==> config.mk <==
export PLATFORM = sky130hd
export DESIGN_NAME = imem_dmem_arbiter_flat
export DESIGN_NICKNAME = d
export VERILOG_FILES = /design/src/rtl/imem_dmem_arbiter_if.sv /design/src/rtl/imem_dmem_arbiter.sv /design/src/flat_wrapper.sv
export SDC_FILE = /design/constraint.sdc
export NUM_CORES = 1
export LEC_CHECK = 0
export BUFFER_PORTS_ARGS = -buffer_cell sky130_fd_sc_hd__buf_4
export CAP_MARGIN = 10
export CORE_UTILIZATION = 48
export DETAILED_ROUTE_END_ITERATION = 8
export GPL_TIMING_DRIVEN = 0
export PLACE_DENSITY = 0.8
export SLEW_MARGIN = 25
export SYNTH_ARGS = -nofsm -noshare
export SYNTH_HDL_FRONTEND = slang
export SYNTH_SLANG_ARGS = --single-unit
==> constraint.sdc <==
create_clock -name clk -period 2.8 [get_ports clk]
set_input_delay 0.28 -clock clk [delete_from_list [all_inputs] [get_ports clk]]
set_output_delay 0.28 -clock clk [all_outputs]
set_load 0.03 [all_outputs]
==> src/rtl/imem_dmem_arbiter_if.sv <==
// Shared memory port bundle between the fetch unit, the load/store
// unit, the arbiter and the memory model.
interface imem_dmem_arbiter_if;
    logic        if_req;
    logic [31:0] if_addr;
    logic        if_ack;
    logic        if_err;
    logic [31:0] if_rdata;

    logic        ls_req;
    logic        ls_we;
    logic [3:0]  ls_be;
    logic [31:0] ls_addr;
    logic [31:0] ls_wdata;
    logic        ls_ack;
    logic        ls_err;
    logic [31:0] ls_rdata;

    logic        mem_req;
    logic        mem_we;
    logic [3:0]  mem_be;
    logic [31:0] mem_addr;
    logic [31:0] mem_wdata;
    logic [31:0] mem_rdata;
    logic        mem_ready;

    modport slave (
        input  if_req, if_addr,
        input  ls_req, ls_we, ls_be, ls_addr, ls_wdata,
        input  mem_rdata, mem_ready,
        output if_ack, if_err, if_rdata,
        output ls_ack, ls_err, ls_rdata,
        output mem_req, mem_we, mem_be, mem_addr, mem_wdata
    );

    modport master (
        output if_req, if_addr,
        output ls_req, ls_we, ls_be, ls_addr, ls_wdata,
        output mem_rdata, mem_ready,
        input  if_ack, if_err, if_rdata,
        input  ls_ack, ls_err, ls_rdata,
        input  mem_req, mem_we, mem_be, mem_addr, mem_wdata
    );
endinterface

==> src/rtl/imem_dmem_arbiter.sv <==
// Round-robin arbiter/sequencer sharing one memory port between
// instruction fetch and load/store, with alignment checks and timeout.
module imem_dmem_arbiter #(
    parameter int TIMEOUT = 16,
    parameter int CNT_W   = 8
) (
    input logic clk,
    input logic reset,
    imem_dmem_arbiter_if.slave bus
);
    typedef enum logic [1:0] {S_IDLE, S_BUSY, S_RESP} state_t;
    localparam logic [CNT_W-1:0] LP_TMO = CNT_W'(TIMEOUT);

    state_t           r_state;
    state_t           w_next;
    logic [CNT_W-1:0] r_cnt;
    logic             r_last_ls;
    logic             r_gnt_ls;
    logic             r_if_ack, r_if_err;
    logic             r_ls_ack, r_ls_err;
    logic [31:0]      r_if_rdata, r_ls_rdata;
    logic             r_mem_req, r_mem_we;
    logic [3:0]       r_mem_be;
    logic [31:0]      r_mem_addr, r_mem_wdata;

    logic             w_any, w_gnt_ls;
    logic             w_if_bad, w_ls_bad, w_bad;
    logic             w_tmo, w_fin, w_fin_ls, w_fin_err;
    logic [31:0]      w_fin_rdata;
    logic [31:2]      w_addr;

    always_comb begin
        w_any    = bus.if_req || bus.ls_req;
        // tie goes to whichever port was not served last
        w_gnt_ls = bus.ls_req && (!bus.if_req || !r_last_ls);
        w_addr   = w_gnt_ls ? bus.ls_addr[31:2] : bus.if_addr[31:2];
        w_if_bad = bus.if_addr[1:0] != 2'b00;
        case (bus.ls_be)
            4'b1111:          w_ls_bad = bus.ls_addr[1:0] != 2'b00;
            4'b0011, 4'b1100: w_ls_bad = bus.ls_addr[0];
            4'b0001, 4'b0010,
            4'b0100, 4'b1000: w_ls_bad = 1'b0;
            default:          w_ls_bad = 1'b1;
        endcase
        w_bad = w_gnt_ls ? w_ls_bad : w_if_bad;
        w_tmo = (TIMEOUT != 0) && (r_cnt + 1'b1 == LP_TMO);
    end

    always_comb begin
        w_next = r_state;
        unique case (r_state)
            S_IDLE:  if (w_any) w_next = w_bad ? S_RESP : S_BUSY;
            S_BUSY:  if (bus.mem_ready || w_tmo) w_next = S_RESP;
            S_RESP:  w_next = S_IDLE;
            default: w_next = S_IDLE;
        endcase
    end

    always_comb begin
        w_fin       = (w_next == S_RESP) && (r_state != S_RESP);
        w_fin_ls    = (r_state == S_IDLE) ? w_gnt_ls : r_gnt_ls;
        w_fin_err   = (r_state == S_IDLE) || !bus.mem_ready;
        w_fin_rdata = 32'h0;
        if (r_state == S_BUSY && bus.mem_ready && !r_mem_we)
            w_fin_rdata = bus.mem_rdata;
    end

    always_ff @(posedge clk or negedge reset) begin
        if (!reset) r_state <= S_IDLE;
        else        r_state <= w_next;
    end

    always_ff @(posedge clk or negedge reset) begin
        if (!reset) begin
            r_cnt       <= '0;
            r_last_ls   <= 1'b0;
            r_gnt_ls    <= 1'b0;
            r_if_ack    <= 1'b0;
            r_if_err    <= 1'b0;
            r_if_rdata  <= 32'h0;
            r_ls_ack    <= 1'b0;
            r_ls_err    <= 1'b0;
            r_ls_rdata  <= 32'h0;
            r_mem_req   <= 1'b0;
            r_mem_we    <= 1'b0;
            r_mem_be    <= 4'h0;
            r_mem_addr  <= 32'h0;
            r_mem_wdata <= 32'h0;
        end else begin
            r_if_ack <= 1'b0;
            r_ls_ack <= 1'b0;
            unique case (r_state)
                S_IDLE: if (w_any) begin
                    r_gnt_ls <= w_gnt_ls;
                    r_cnt    <= '0;
                    if (!w_bad) begin
                        r_mem_req   <= 1'b1;
                        r_mem_we    <= w_gnt_ls && bus.ls_we;
                        r_mem_be    <= w_gnt_ls ? bus.ls_be : 4'hF;
                        r_mem_addr  <= {w_addr, 2'b00};
                        r_mem_wdata <= w_gnt_ls ? bus.ls_wdata : 32'h0;
                    end
                end
                S_BUSY: begin
                    r_cnt <= r_cnt + 1'b1;
                    if (w_fin) begin
                        r_mem_req <= 1'b0;
                        r_mem_we  <= 1'b0;
                    end
                end
                S_RESP:  r_last_ls <= r_gnt_ls;
                default: ;
            endcase
            if (w_fin && w_fin_ls) begin
                r_ls_ack   <= 1'b1;
                r_ls_err   <= w_fin_err;
                r_ls_rdata <= w_fin_rdata;
            end else if (w_fin) begin
                r_if_ack   <= 1'b1;
                r_if_err   <= w_fin_err;
                r_if_rdata <= w_fin_rdata;
            end
        end
    end

    assign bus.if_ack    = r_if_ack;
    assign bus.if_err    = r_if_err;
    assign bus.if_rdata  = r_if_rdata;
    assign bus.ls_ack    = r_ls_ack;
    assign bus.ls_err    = r_ls_err;
    assign bus.ls_rdata  = r_ls_rdata;
    assign bus.mem_req   = r_mem_req;
    assign bus.mem_we    = r_mem_we;
    assign bus.mem_be    = r_mem_be;
    assign bus.mem_addr  = r_mem_addr;
    assign bus.mem_wdata = r_mem_wdata;
endmodule

==> src/flat_wrapper.sv <==
// flat-port wrapper written by rule: the top's interface ports become plain ports
module imem_dmem_arbiter_flat 
#(
    parameter int TIMEOUT = 16,
    parameter int CNT_W   = 8
)
  (clk, reset, bus_if_req, bus_if_addr, bus_ls_req, bus_ls_we, bus_ls_be, bus_ls_addr, bus_ls_wdata, bus_mem_rdata, bus_mem_ready, bus_if_ack, bus_if_err, bus_if_rdata, bus_ls_ack, bus_ls_err, bus_ls_rdata, bus_mem_req, bus_mem_we, bus_mem_be, bus_mem_addr, bus_mem_wdata);
  imem_dmem_arbiter_if bus_i ();
  input logic clk;
  input logic reset;
  input wire logic [$bits(bus_i.if_req)-1:0] bus_if_req;
  input wire logic [$bits(bus_i.if_addr)-1:0] bus_if_addr;
  input wire logic [$bits(bus_i.ls_req)-1:0] bus_ls_req;
  input wire logic [$bits(bus_i.ls_we)-1:0] bus_ls_we;
  input wire logic [$bits(bus_i.ls_be)-1:0] bus_ls_be;
  input wire logic [$bits(bus_i.ls_addr)-1:0] bus_ls_addr;
  input wire logic [$bits(bus_i.ls_wdata)-1:0] bus_ls_wdata;
  input wire logic [$bits(bus_i.mem_rdata)-1:0] bus_mem_rdata;
  input wire logic [$bits(bus_i.mem_ready)-1:0] bus_mem_ready;
  output wire logic [$bits(bus_i.if_ack)-1:0] bus_if_ack;
  output wire logic [$bits(bus_i.if_err)-1:0] bus_if_err;
  output wire logic [$bits(bus_i.if_rdata)-1:0] bus_if_rdata;
  output wire logic [$bits(bus_i.ls_ack)-1:0] bus_ls_ack;
  output wire logic [$bits(bus_i.ls_err)-1:0] bus_ls_err;
  output wire logic [$bits(bus_i.ls_rdata)-1:0] bus_ls_rdata;
  output wire logic [$bits(bus_i.mem_req)-1:0] bus_mem_req;
  output wire logic [$bits(bus_i.mem_we)-1:0] bus_mem_we;
  output wire logic [$bits(bus_i.mem_be)-1:0] bus_mem_be;
  output wire logic [$bits(bus_i.mem_addr)-1:0] bus_mem_addr;
  output wire logic [$bits(bus_i.mem_wdata)-1:0] bus_mem_wdata;
  assign bus_i.if_req = bus_if_req;
  assign bus_i.if_addr = bus_if_addr;
  assign bus_i.ls_req = bus_ls_req;
  assign bus_i.ls_we = bus_ls_we;
  assign bus_i.ls_be = bus_ls_be;
  assign bus_i.ls_addr = bus_ls_addr;
  assign bus_i.ls_wdata = bus_ls_wdata;
  assign bus_i.mem_rdata = bus_mem_rdata;
  assign bus_i.mem_ready = bus_mem_ready;
  assign bus_if_ack = bus_i.if_ack;
  assign bus_if_err = bus_i.if_err;
  assign bus_if_rdata = bus_i.if_rdata;
  assign bus_ls_ack = bus_i.ls_ack;
  assign bus_ls_err = bus_i.ls_err;
  assign bus_ls_rdata = bus_i.ls_rdata;
  assign bus_mem_req = bus_i.mem_req;
  assign bus_mem_we = bus_i.mem_we;
  assign bus_mem_be = bus_i.mem_be;
  assign bus_mem_addr = bus_i.mem_addr;
  assign bus_mem_wdata = bus_i.mem_wdata;
  imem_dmem_arbiter #(.TIMEOUT(TIMEOUT), .CNT_W(CNT_W)) u_core (.clk(clk), .reset(reset), .bus(bus_i));
endmodule
# Yosys cells after proc, flatten, opt, wreduce, memory -nomap -nowiden
# Index checks and enable logic that the tools add are counted.
# op_classes
add_sub_neg,1
n_eq_ne,15
muxes,23
bitwise,2
n_reduce_logical,25
# op_table
cell,n
$mux 32,2
$mux 30,1
$pmux 8 s2,1
$eq 4x4->1 const B,3
$mux 1,10
$add 8x1->8 const B,1
$eq 4x2->1 const B,2
$eq 8x5->1 const B,1
$mux 8,1
$logic_and 1x1->1,6
$mux 2,3
$reduce_and 2->1,3
$reduce_bool 2->1,3
$eq 2x2->1 const B,2
$eq 4x1->1 const B,1
$eq 4x3->1 const B,1
$logic_not 1->1,4
$logic_or 1x1->1,4
$mux 4,1
$ne 2x1->1 const B,2
$ne 2x2->1 const B,2
$pmux 1 s2,2
$pmux 2 s2,1
$reduce_and 4->1,1
7 further kinds,8
# totals
ff_bits,148
out_inout_bits,138
elab_cells,81

# Longest topological paths before layout
# logic_depth
word_depth,12
depth_mapped,8
mapped_depth_nobuf,6

# Least setup slack after synthesis
# Ideal clock, no wire load.
# synth_path
kind,flip-flop to flip-flop
start,register u_core.r_cnt[0]
end,register u_core.r_ls_rdata[10] (netlist: u_core.bus.ls_rdata[10])
t_arrival_ns,2.039
required_ns,2.675
setup_slack_ns,0.636
path_stages_with_launch,8
n_path_buf,1
path_cell_list,dfrtp_1 ha_1 xnor2_1 a41oi_1 a211oi_1 a32oi_4 buf_6 mux2_2
# synth_between
elab_chain_cells,8
# synth_rtl
item,line_no,source
start: declaration,imem_dmem_arbiter.sv:16,logic [CNT_W-1:0] r_cnt;
start signal: assignment,imem_dmem_arbiter.sv:105,r_cnt <= r_cnt + 1'b1;
$add 8x1->8,imem_dmem_arbiter.sv:46,w_tmo = (TIMEOUT != 0) && (r_cnt + 1'b1 == LP_TMO);
$eq 8x5->1,imem_dmem_arbiter.sv:46,
$logic_or 1x1->1,imem_dmem_arbiter.sv:53,S_BUSY: if (bus.mem_ready || w_tmo) w_next = S_RESP;
$mux 2,imem_dmem_arbiter.sv:53,
$pmux 2 s2,imem_dmem_arbiter.sv:51,unique case (r_state)
$eq 2x2->1,imem_dmem_arbiter.sv:60,w_fin = (w_next == S_RESP) && (r_state != S_RESP);
$logic_and 1x1->1,imem_dmem_arbiter.sv:60,
$logic_and 1x1->1,imem_dmem_arbiter.sv:114,if (w_fin && w_fin_ls) begin
end signal: assignment,imem_dmem_arbiter.sv:117,r_ls_rdata <= w_fin_rdata;
end: declaration,imem_dmem_arbiter.sv:21,"logic [31:0] r_if_rdata, r_ls_rdata;"
# Every way passes these cells.
# A chain may end at the register's enable or synchronous reset.

# Final worst setup path
# layout_path
start,register u_core.r_last_ls
end,register u_core.r_mem_addr[19] (netlist: u_core.bus.mem_addr[19])
# layout_between
elab_chain_cells,6
word_cells_on_any_way,7
# layout_rtl
item,line_no,source
start: declaration,imem_dmem_arbiter.sv:17,logic r_last_ls;
start signal: assignment,imem_dmem_arbiter.sv:111,S_RESP: r_last_ls <= r_gnt_ls;
$logic_not 1->1 *,imem_dmem_arbiter.sv:35,w_gnt_ls = bus.ls_req && (!bus.if_req || !r_last_ls);
$logic_or 1x1->1 *,imem_dmem_arbiter.sv:35,
$logic_and 1x1->1 *,imem_dmem_arbiter.sv:35,
$mux 1,imem_dmem_arbiter.sv:45,w_bad = w_gnt_ls ? w_ls_bad : w_if_bad;
$not 1->1 (no source line),n/a,
$reduce_and 3->1 (no source line),n/a,
end signal: assignment,imem_dmem_arbiter.sv:100,"r_mem_addr <= {w_addr, 2'b00};"
end: declaration,imem_dmem_arbiter.sv:24,"logic [31:0] r_mem_addr, r_mem_wdata;"
# Every way passes the cells marked *; elsewhere a longest branch is shown, timed or not.

==> impl_metrics.csv <==
group,metric,value,unit
clocking,clock_path_buffers,2,
floorplanning,ioPinCount,276,
drt,vias,5762,
min_path,min_to,"u_core.bus.mem_wdata[17]$_DFFE_PN0P_",
critical_path,cp.buffers_inverters,2,
sta,setup_ws,258.4,ps
yosys,synth_cell_types,52,
grt,antenna_found_initial,0,
sta,skew,4.892,ps
run,cap_violations,0,
clocking,clock-sinks,148,
power,pwr-share-clk,0.220,
clocking,clk_pin_slew_worst_paths,60,ps
power,peakVddDrop,619.3,uV
yosys,ys.flop_type,"dfrtp_1",
power,p_per_area,1121,mW/mm2
drt,wl,18890,um
critical_path,critical-path-top-delay-family,"compound AO/OA/AOI/OAI gates",
finish,fin_area,0.009630,mm2
min_path,hold_path_depth,3,
sta,worstMarginPinSlew,646.4,ps
drt,met1Wirelength,7273,um
placed_design,pre_cts_slack,181.6,ps
critical_path,crit_path_max_incr_delay,590,ps
power,swShare,0.4066,
floorplanning,start_util,0.4990,
clocking,cts_buffers,17,
finish,final_layout_size_suffix_gt1_frac,0.4384,
power,power,10.80,mW
drt,wl_met2,9341,um
power,p_seq_frac,0.315,
critical_path,critical_path.slowest_cell,"o311ai_4",
min_path,hold_path_startpoint,"bus_ls_wdata[17]",
drt,post_drt_wl_per_cell,17.80,um
drt,wl_met3,1468,um
placed_design,hpwl,14110,um
sta,finalMaxSlewViolations,0,
sta,rsz0062_at_grt,"no",
placed_design,io_buffer_count,273,
grt,grt_usage,0.2724,
yosys,syn_area_per_cell,11.57,um2
placed_design,placed_area,0.008995,mm2
critical_path,cp.required,3070,ps
power,p_switching,4.392,mW
drt,drt_first_iter_violations,270,
critical_path,crit_top_cell,"clkbuf_1",
critical_path,critPathMaxFanout,10,
clocking,holdBufCountCts,1,
critical_path,arrival,2820,ps
run_status,status,"finished clean",
floorplanning,core,0.01340,mm2
clocking,cts_resized,0,
critical_path,reg2reg_to,"u_core.bus.mem_addr[19]$_DFFE_PN0P_",
grt,grt_overflow,0,
critical_path,reg2reg_depth,6,
yosys,synthCells,578,
drt,ant_nets,0,
floorplanning,row_count,42,
yosys,yosys_warnings,0,
critical_path,crit_type,"reg -> reg",
finish,fin_nets,1012,
grt,grt_pass1_vias,5761,
yosys,async_reset_ff_frac,1.000,
drt,viasPerCell,5.431,
clocking,clkLatencyLatePin,410,ps
placed_design,gp_congestion,0.9417,
finish,diodes,0,
sta,final-setup-viol-count,0,
critical_path,cp_cell_sequence,"a21bo_2, o311ai_4, or2_2, clkbuf_1, clkbuf_1, o21ai_0",
finish,area_growth,44.03,%
yosys,yosysSeqAreaShare,0.5539,
min_path,hold_path.class,"in -> reg",
floorplanning,dieArea,0.01441,mm2
sta,fin_setup_tns,0,ps
yosys,ys_seq_elements,148,
clocking,htree_levels,4,
clocking,root_buffer,"clkbuf_16",
yosys,syn_area,0.006686,mm2
drt,drc,0,
critical_path,crit_path_start,"u_core.r_last_ls$_DFFE_PN0N_",
grt,grt_max_degree,78,
sta,max_slew_margin,0.5691,
floorplanning,die_h,120.0,um
critical_path,r2r_start,"u_core.r_last_ls$_DFFE_PN0N_",
critical_path,start_kind,"flop",
grt,grt_pass1_wl,30190,um
power,total_leakage_power,4.860,nW
critical_path,endpoint_kind,"flop",
sta,period_share,0.9077,
clocking,cts_tree,"yes",
critical_path,r2r_setup_slack,260,ps
floorplanning,die_w,120.0,um
power,combPwrFrac,0.465,
power,intPower,6.408,mW
drt,drtPass1Iterations,5,
clocking,postCtsSetupBuffers,0,
yosys,synth-edff-count,0,
drt,top_layer_used,"met4",
sta,timing.fmax,0.3935,GHz
sta,hold_viol,0,
sta,min_period,2542,ps
==> cells in the mapped netlist (all sizes together) (3+ instances only) <==
| cell type | instances | share of area |
|---|---|---|
| mux2 | 65 | 0.13 |
| mux2i | 31 | 0.046 |
| nand2b | 3 | 0.0028 |
| clkbuf | 29 | 0.016 |
| buf | 14 | 0.022 |
| dfrtp | 148 | 0.55 |
| nor3 | 3 | 0.0022 |
| o21ai | 146 | 0.11 |
| nand2 | 43 | 0.024 |
| nand3 | 4 | 0.0030 |
| and2 | 34 | 0.032 |
| a21oi | 4 | 0.0030 |
| nor2 | 15 | 0.0084 |
==> state kept, by name, indices dropped and copies added, names as in the netlist, 2 cells and up <==
register              flops
u_core.bus.mem_wdata     32
u_core.r_state            2
u_core.bus.ls_rdata      32
u_core.r_cnt              8
u_core.bus.mem_addr      30
u_core.bus.if_rdata      32
u_core.bus.mem_be         4
==> worst min-delay path: cells and delay by family <==
family                 cells  cell delay [ps]
AND/OR/NAND/NOR            1               40
buffers and inverters      1              110
AO/OA/AOI/OAI              1               60
==> stage by stage <==
step                      hold WS, ps    util  instances
after global routing            112.5  0.7187       1061
after detailed placement        285.3  0.6712       1029
after floorplan                -15.59       -        579
after global placement          468.8  0.6686       1028
after CTS                       96.61  0.7187       1061
final                           114.2  0.7187       1061
==> layer usage <==
layer,GRT usage,vias up
met5,0,-
met4,0.1406,0
met3,0.07224,52
met2,0.4479,291
met1,0.3278,2792
li1,-,2627
==> worst max-delay path by stage <==
stage	depth (start not counted)	to	slack, ps
floorplan	7	u_core.bus.ls_rdata[10]$_DFFE_PN0P_	640
global placement	8	u_core.bus.ls_rdata[24]$_DFFE_PN0P_	280
detailed placement	8	u_core.bus.mem_addr[18]$_DFFE_PN0P_	180
CTS	7	u_core.bus.mem_addr[18]$_DFFE_PN0P_	210
global route	7	u_core.bus.mem_addr[13]$_DFFE_PN0P_	70
finish	6	u_core.bus.mem_addr[19]$_DFFE_PN0P_	260
==> final cells by class <==
class / count / area [um2]
Tap cell: 176 / 220.2
Multi-Input combinational cell: 386 / 2724
Timing Repair Buffer: 275 / 2095
Buffer: 43 / 255.2
Clock buffer: 22 / 474.2
Fill cell: 914 / 3770
Clock inverter: 9 / 151.4
Inverter: 2 / 7.507
Sequential cell: 148 / 3704
==> power groups by stage <==
stage | Combinational, mW | Sequential, mW | Clock, mW
3_5_place_dp | 5.01 | 3.42 | 0
5_1_grt | 5.31 | 3.49 | 2.52
2_1_floorplan | 1.57 | 4.82 | 0
3_3_place_gp | 4.90 | 3.37 | 0
4_1_cts | 5.03 | 3.40 | 2.42
6_report | 5.02 | 3.41 | 2.38
==> logic make-up after synthesis <==
family / Yosys count / share of synthesized area
buffers and inverters: 45 / 0.03929
muxes: 96 / 0.1716
adders and majority gates: 1 / 0.001871
AOI/OAI and AO/OA: 169 / 0.1415
and+or+nand+nor: 116 / 0.08870
other: 1 / 0.0005608
xor gates and xnor gates: 2 / 0.002620
DFF: 148 / 0.5539
==> layout by cell type, fill, tap and decap left out, types with 4 or more instances in the layout <==
master and count:
clkbuf_1 31, mux2i_1 31, buf_4 275, clkbuf_16 17, dfrtp_1 148, nand3_1 4
nand2_1 43, and2_1 34, o21ai_0 145, nor2_1 15, buf_6 4, mux2_2 36
mux2_4 28, bufinv_16 4, a21oi_1 4
Power figures use the tool's default switching activity.
